==> config.mk <==
export PLATFORM = sky130hd
export DESIGN_NAME = alu_req_arbiter
export DESIGN_NICKNAME = d
export VERILOG_FILES = /design/src/rtl/alu_req_arbiter.sv
export SDC_FILE = /design/constraint.sdc
export NUM_CORES = 1
export LEC_CHECK = 0
export ABC_AREA = 1
export ABC_CLOCK_PERIOD_IN_PS = 3450
export BUFFER_PORTS_ARGS = -buffer_cell sky130_fd_sc_hd__buf_2
export CAP_MARGIN = 10
export CORE_AREA = 2 2 39 41
export CTS_BUF_LIST = sky130_fd_sc_hd__clkbuf_2 sky130_fd_sc_hd__clkbuf_4 sky130_fd_sc_hd__clkbuf_8
export DETAILED_ROUTE_END_ITERATION = 6
export DIE_AREA = 0 0 41 43
export PLACE_DENSITY = 0.76
export SLEW_MARGIN = 20
export SYNTH_ARGS = -nofsm -noshare
export SYNTH_HDL_FRONTEND = slang
export SYNTH_SLANG_ARGS = --single-unit
export TNS_END_PERCENT = 1
==> constraint.sdc <==
create_clock -name clk -period 3.45 [get_ports clk]
set_input_delay 0.1725 -clock clk [delete_from_list [all_inputs] [get_ports clk]]
set_output_delay 0.1725 -clock clk [all_outputs]
set_load 0.01 [all_outputs]
==> src/rtl/alu_req_arbiter.sv <==
// alu_req_arbiter: round-robin arbiter that shares one ALU/datapath resource
// among (1 << IDX_WIDTH) requesters. A grant is held until the resource
// signals `done`. The grant is presented as a binary index and as a decoded
// one-hot (ACTIVE=1) or one-cold (ACTIVE=0) vector.
//
// Optional feature macro: ARBITER_TIMEOUT_EN
//   When defined, a busy counter forces a release after TIMEOUT busy cycles
//   without `done`, and the `timeout` port pulses for one cycle.
module alu_req_arbiter #(
    parameter int IDX_WIDTH = 2,
    parameter int ACTIVE    = 1,
    parameter int TIMEOUT   = 16
) (
    input  logic                        clk,
    input  logic                        rst,
    input  logic [(1<<IDX_WIDTH)-1:0]   req,
    input  logic                        done,
    output logic [(1<<IDX_WIDTH)-1:0]   gnt,
    output logic [IDX_WIDTH-1:0]        gnt_idx,
    output logic                        gnt_valid
`ifdef ARBITER_TIMEOUT_EN
    ,
    output logic                        timeout
`endif
);

    localparam int   N   = 1 << IDX_WIDTH;
    localparam logic ACT = 1'(ACTIVE);

    typedef enum logic {
        IDLE = 1'b0,
        BUSY = 1'b1
    } state_e;

    // A forced release only makes sense with at least two busy cycles.
    if (TIMEOUT < 2) begin : g_bad_timeout
        $error("alu_req_arbiter: TIMEOUT must be >= 2");
    end

    state_e               state_q, state_d;
    logic [IDX_WIDTH-1:0] ptr_q, ptr_d;
    logic [IDX_WIDTH-1:0] gnt_idx_q, gnt_idx_d;
    logic                 gnt_valid_q, gnt_valid_d;

    logic                 win_found;
    logic [IDX_WIDTH-1:0] win_idx;
    logic [IDX_WIDTH-1:0] cand;
    logic                 force_rel;

`ifdef ARBITER_TIMEOUT_EN
    localparam int CNT_W = $clog2(TIMEOUT);

    logic [CNT_W-1:0] cnt_q, cnt_d;
    logic             timeout_q, timeout_d;

    // Busy counter: zero while idle (so it is clear on entry), counts busy cycles without done.
    always_comb begin
        force_rel = (state_q == BUSY) && !done && (cnt_q == CNT_W'(TIMEOUT - 1));
        cnt_d     = ((state_q == BUSY) && !done) ? cnt_q + CNT_W'(1) : '0;
        timeout_d = force_rel;
    end

    assign timeout = timeout_q;
`else
    assign force_rel = 1'b0;
`endif

    // Round-robin search: first set request starting at ptr, wrapping modulo N.
    // NOTE: every variable gets a default before the loop so no latch is inferred.
    always_comb begin
        win_found = 1'b0;
        win_idx   = ptr_q;
        cand      = '0;
        for (int i = 0; i < N; i++) begin
            cand = ptr_q + IDX_WIDTH'(i);
            if (!win_found && req[cand]) begin
                win_found = 1'b1;
                win_idx   = cand;
            end
        end
    end

    // Next-state logic for the IDLE/BUSY machine and its registered outputs.
    always_comb begin
        state_d     = state_q;
        ptr_d       = ptr_q;
        gnt_idx_d   = gnt_idx_q;
        gnt_valid_d = gnt_valid_q;
        case (state_q)
            IDLE: begin
                if (win_found) begin
                    state_d     = BUSY;
                    gnt_idx_d   = win_idx;
                    gnt_valid_d = 1'b1;
                end
            end
            BUSY: begin
                // req is ignored here; only completion or a forced release ends the grant.
                if (done || force_rel) begin
                    state_d     = IDLE;
                    gnt_valid_d = 1'b0;
                    ptr_d       = gnt_idx_q + IDX_WIDTH'(1);
                end
            end
            default: begin
                state_d     = IDLE;
                gnt_valid_d = 1'b0;
            end
        endcase
    end

    // State register; asynchronous reset drops any held grant immediately.
    // NOTE: non-blocking assignments so all flops update from pre-edge values.
    always_ff @(posedge clk or posedge rst) begin
        if (rst) begin
            state_q     <= IDLE;
            ptr_q       <= '0;
            gnt_idx_q   <= '0;
            gnt_valid_q <= 1'b0;
`ifdef ARBITER_TIMEOUT_EN
            cnt_q       <= '0;
            timeout_q   <= 1'b0;
`endif
        end else begin
            state_q     <= state_d;
            ptr_q       <= ptr_d;
            gnt_idx_q   <= gnt_idx_d;
            gnt_valid_q <= gnt_valid_d;
`ifdef ARBITER_TIMEOUT_EN
            cnt_q       <= cnt_d;
            timeout_q   <= timeout_d;
`endif
        end
    end

    // Grant decode straight from the registers: no added latency, no glitches.
    always_comb begin
        gnt = {N{~ACT}};
        if (gnt_valid_q) begin
            gnt[gnt_idx_q] = ACT;
        end
    end

    assign gnt_idx   = gnt_idx_q;
    assign gnt_valid = gnt_valid_q;

endmodule

# Word-level counts from Yosys, hierarchy flattened
# Index checks and enable logic that the tools add are counted.
[totals]
in_bits = 7
output_inout_bits = 7
reg_bits = 6
word_cells = 51
[op_classes]
mux = 24
magnitude_cmp = 6
n_reduce_logical = 10
n_addsub = 4
n_eq_ne = 2
n_bitwise = 1
[ops]
columns = ["cell", "count"]
rows = [
  ["less-than comparator 2 x 3 -> 1 bit (second input constant)", 5],
  ["two-way mux 1 bit", 13],
  ["binary-select mux 1 bit (select 2 bit)", 4],
  ["two-way mux 2 bit", 3],
  ["AND reduction 2 bit", 3],
  ["adder 2 x 1 -> 2 bit (second input constant)", 2],
  ["adder 2 bit (second input constant)", 2],
  ["logical AND 1 bit", 4],
  ["two-way mux 4 bit", 1],
  ["!= test 2 bit (second input constant)", 2],
  ["case mux 1 bit (2 select lines)", 2],
  ["logical NOT 1 bit", 3],
  ["demux 1 bit (select 2 bit)", 1],
  [">= comparator 2 x 1 -> 1 bit (second input constant)", 1],
  ["inverter 1 bit", 1],
]

# Longest topological paths before layout
[logic_depth]
depth_word = 14
depth_mapped = 14
mapped_depth_nobuf = 14

# Least setup slack after synthesis
# Ideal clock, no wire load.
[synth_path]
path_type = "reg2reg"
from = "register ptr_q[0]"
to = "register gnt_idx_q[0], in the netlist gnt_idx[0]"
arrival_ns = 1.261
path_slack_ns = 2.072
period_less_slack_ns = 1.378
stages_incl_launch_ff = 13
t_required_ns = 3.333
setup_ns = 0.117
cell_sequence = "dfrtp_1 > inv_1 > nand2_1 > nand2_4 > nand2_4 > nand2_4 > inv_4 > nand2_4 > nor2_8 > a21oi_4 > inv_2 > nand2_1 > nand2_1"
[synth_via]
elab_chain_len = 13
word_cells_on_any_way = 25
[synth_lines]
columns = ["item", "line", "rtl"]
rows = [
  ["start: declaration", "41", "logic [IDX_WIDTH-1:0] ptr_q, ptr_d;"],
  ["start signal: assignment", "126", "ptr_q <= ptr_d;"],
  ["branches (longest 13 deep; another with adder 2 x 1 -> 2 bit)", "--", ""],
  ["end signal: assignment", "127", "gnt_idx_q <= gnt_idx_d;"],
  ["end: declaration", "42", "logic [IDX_WIDTH-1:0] gnt_idx_q, gnt_idx_d;"],
]
# Parallel ways; which one is timed is not known. The select of a mux whose other input is x is not followed.
# A chain may end at the register's enable or synchronous reset.

# Worst setup path after layout
[layout_path]
from = "register ptr_q[0]"
to = "register gnt_idx_q[1], in the netlist gnt_idx[1]"
# The elaborated chain is that of the path after synthesis.

==> results.txt <==
----------------------------------------------------
[Run status]
  Result of the run ... completed

[Synthesis]
  Share of synthesized area occupied by flip-flops and latches ... 0.241
  Area of the mapped netlist ... 623 sq um
  Area fraction of the dominant cell type after synthesis ... 0.241
  Number of flops mapped to enable cells by yosys ... 0
  Top flip-flop cell by instance count after synthesis ... sky130_fd_sc_hd__dfrtp_1
  Area contributors post-synth ... sky130_fd_sc_hd__dfrtp_1, sky130_fd_sc_hd__nand2_1, sky130_fd_sc_hd__nand2_4
  Warnings from Yosys ... 0
  Synth Register Bits ... 6
  Most common library cells after synthesis ... sky130_fd_sc_hd__nand2_1, sky130_fd_sc_hd__inv_1, sky130_fd_sc_hd__nand3_1
  Share of synthesized registers carrying an async set or reset ... 1.00
  Cell with the most instances after synthesis ... sky130_fd_sc_hd__nand2_1
  Largest area contributor in the synthesized netlist ... sky130_fd_sc_hd__dfrtp_1
  Avg Cell Area, Syn ... approximately 7.0 sq um
  Synth unique cells ... 19
  Synthesized netlist net count ... 100
  Synthesized netlist cell count ... just under 90

[STA]
  Slew Limit Fails ... 0
  Final setup violating endpoints ... 0
  RSZ-0062 raised after global routing ... no
  Count of endpoints failing hold in the final timing report ... 0
  Fmax ... between 0.5 and 0.6 GHz
  Share of the clock period used by the worst path after layout ... 0.489
  Minimum hold slack ... around 110 ps
  Slew at the pin closest to its max-slew limit ... around 310 ps
  Setup TNS ... 0 ps
  Final critical-path required period ... between 1500 and 2000 ps
  Worst relative slew slack ... 0.794
  Clock skew after layout ... 1.04 ps

[GRT]
  Met2 usage ... 0.281
  Sum of overflow across all layers after global routing ... 0
  Number of antenna violations at the first check in global routing ... 0
  Met1 usage in global routing ... 0.219
  Total global-route track usage ... 0.171
  Met3 capacity usage during global routing ... 0.0157
  Most heavily used metal layer in global routing ... met2
  Number of global-route vias before repair ... between 500 and 600
  Largest net degree at the start of global routing ... 12
  Global-route wire length before repair ... about 2.2 mm

[Critical path]
  Worst Path Max Fanout ... 11
  Slowest stage cell on the critical path ... sky130_fd_sc_hd__dfrtp_1
  Startpoint type of the worst setup path ... flop
  Capturing element type of the critical path ... flop
  Critical Path, Cell by Cell ... inv_1 -> nand2_1 -> nand2_4 -> nand2_4 -> nand2_4 -> inv_4 -> nand2_4 -> nor2_8 -> a21oi_4 -> inv_2 -> nand2_1 -> nand2_1
  Required time at the worst-slack endpoint ... between 3000 and 4000 ps
  Worst stage delay on the critical path ... between 400 and 500 ps
  Type of the worst setup path ... reg -> reg
  R2R setup slack ... 1760 ps
  Crit path arrival time ... between 1500 and 2000 ps
  CP dominant cell by count ... sky130_fd_sc_hd__nand2_4

[Die]
  Floorplan die width ... between 40 and 50 microns
  Y dimension of the die ... roughly 43 microns
  Core footprint ... between 1000 and 1500 sq um
  Area enclosed by the die boundary ... 1760 sq um
  Number of cell rows ... 14
  Starting utilization of the core area ... 0.450
  I/O pin cnt ... 14

[Pwr]
  Switching part of the total power ... 0.554
  Logic gate share of total power ... 0.707
  Largest vdd supply drop ... 0.431 mV
  Leak pwr ... 0.452 nW
  Switching pwr ... approximately 430 uW
  Relative contribution of the clock network to total power ... 0.080
  Internal ... 349 uW
  Proportion of power drawn by flip-flops and latches ... 0.212
  Power density normalized to cell area ... approximately 1100 nW/um^2

[Place]
  Port bufs ... 13
  Final weighted congestion of routability-driven global placement ... between 0.7 and 0.8
  Detail Placement HPWL ... 969 microns

[CTS]
  Clock sink total ... 6
  Number of cells upsized or downsized after cts ... 0
  CTS Buffer Depth ... 2
  Number of buffers created by CTS ... 3
  CTS hold repair buffers ... 1
  Post-CTS setup-driven buffer insertion count ... 0
  Latest clock arrival within the worst-skew pair ... ~240 ps
  Post-CTS clock slew at the launch and capture registers of the worst setup and hold paths ... 40 ps
  CTS tree ... done
  Total number of H-tree levels ... 1
  Root Buffer Master ... sky130_fd_sc_hd__clkbuf_4

[Layout]
  Final net count ... 118
  Area of the multi-input gates ... roughly 400 sq um
  Synthesis-to-layout area growth ... 17.7%
  Sequential cell area ... roughly 150 sq um
  Share of post-route cells with drive strength above 1 ... 0.343
  Antenna cells ... 0
  Fill cell total of the finished layout ... roughly 150

[Hold path]
  Class of the tightest hold or removal check ... in -> reg

[Drt]
  Total number of vias ... roughly 570
  Vias per std cell ... about 4.7
  DRC violation count after routing ... 0
  First-pass iteration count of the detailed router ... 4
  Number of violations reported at the end of detailed-routing iteration 0 ... 4
  Routed wire length ... 1.17 mm
  WL per Instance ... approximately 9.6 microns
  Antenna Nets Post-Route ... 0

[Job]
  Max-Cap Viols ... 0

----------------------------------------------------
critical path, delay by kind of cell (launching register included):
kind	cells	cell delay [ps]
simple gates	8	590
flops	1	480
compound gates	1	180
buf+inv	3	310
metal layers:
layer  routed length (microns)  share of wire  up-vias
li1                          -              -      305
met1                       528           0.45      247
met5                         0              0        -
met3                        44          0.038        2
met2                       582           0.50       11
met4                        11         0.0094        0
power by group through the flow:
stage / sequential (mW) / clock (mW) / combinational [mW]
3_5_place_dp: 0.167 / 0 / 0.556
4_1_cts: 0.167 / 0.0647 / 0.562
6_report: 0.166 / 0.0629 / 0.554
2_1_floorplan: 0.153 / 0 / 0.470
3_3_place_gp: 0.165 / 0 / 0.550
5_1_grt: 0.175 / 0.0686 / 0.633
final timing paths:
| check | start | to | cells after the start |
|---|---|---|---|
| worst max-delay path | ptr_q[0] | gnt_idx[1] | 12 |
| worst min-delay path | done | state_q | 2 |
| worst max register to register | ptr_q[0] | gnt_idx[1] | 12 |
| worst min register to register | state_q | state_q | 2 |
| max in group asynchronous | rst | gnt_idx[0] | 3 |
| min in group asynchronous | rst | gnt_valid | 3 |
through the flow:
stage                util  power, mW  worst slack, ps  cells  cell area, sq um
floorplan               -      0.623             2070     89               623
global placement    0.506      0.715             1820    117               701
detailed placement  0.506      0.723             1770    117               701
CTS                 0.530      0.794             1750    121               733
global route        0.530      0.877             1620    121               733
finish              0.530      0.783             1760    121               733
cells by family after synthesis:
logic type | Yosys count | synth area share
buffers and inverters | 15 | 0.100
flip-flops | 6 | 0.241
AND/OR/NAND/NOR | 56 | 0.480
AO/OA/AOI/OAI | 8 | 0.0984
adder cells (fa/ha/maj) | 4 | 0.0803
cells in the final DEF (no fill, tap or decap):
| cell | n |
|---|---|
| sky130_fd_sc_hd__nand2_1 | 33 |
| sky130_fd_sc_hd__buf_2 | 13 |
| sky130_fd_sc_hd__inv_1 | 10 |
| sky130_fd_sc_hd__nand3_1 | 8 |
| sky130_fd_sc_hd__nand2_2 | 6 |
| sky130_fd_sc_hd__nand2_4 | 6 |
| sky130_fd_sc_hd__dfrtp_1 | 6 |
| sky130_fd_sc_hd__ha_1 | 4 |
| sky130_fd_sc_hd__inv_2 | 3 |
| sky130_fd_sc_hd__clkbuf_4 | 3 |
| sky130_fd_sc_hd__o21ai_1 | 2 |
| sky130_fd_sc_hd__o21ai_2 | 2 |
| sky130_fd_sc_hd__o21ai_0 | 1 |
| sky130_fd_sc_hd__inv_4 | 1 |
| sky130_fd_sc_hd__nor2_8 | 1 |
| sky130_fd_sc_hd__a21oi_4 | 1 |
| sky130_fd_sc_hd__o21a_1 | 1 |
| sky130_fd_sc_hd__nand4_1 | 1 |
| sky130_fd_sc_hd__nor2_1 | 1 |
| sky130_fd_sc_hd__a21oi_1 | 1 |
| sky130_fd_sc_hd__dlygate4sd3_1 | 1 |
sequential cells by signal (all words and copies together), names as in the netlist:
register,cells
state_q,1
ptr_q,2
gnt_valid,1
gnt_idx,2
layout make-up:
| class | instances | area share |
|---|---|---|
| multi-input cells | 68 | 0.560 |
| flip-flops and latches | 6 | 0.205 |
| repair buffers | 14 | 0.102 |
| clock buffers | 3 | 0.0307 |
| inverters | 14 | 0.0751 |
| well taps | 16 | 0.0273 |
No activity file was read; power rests on OpenSTA's default activity.
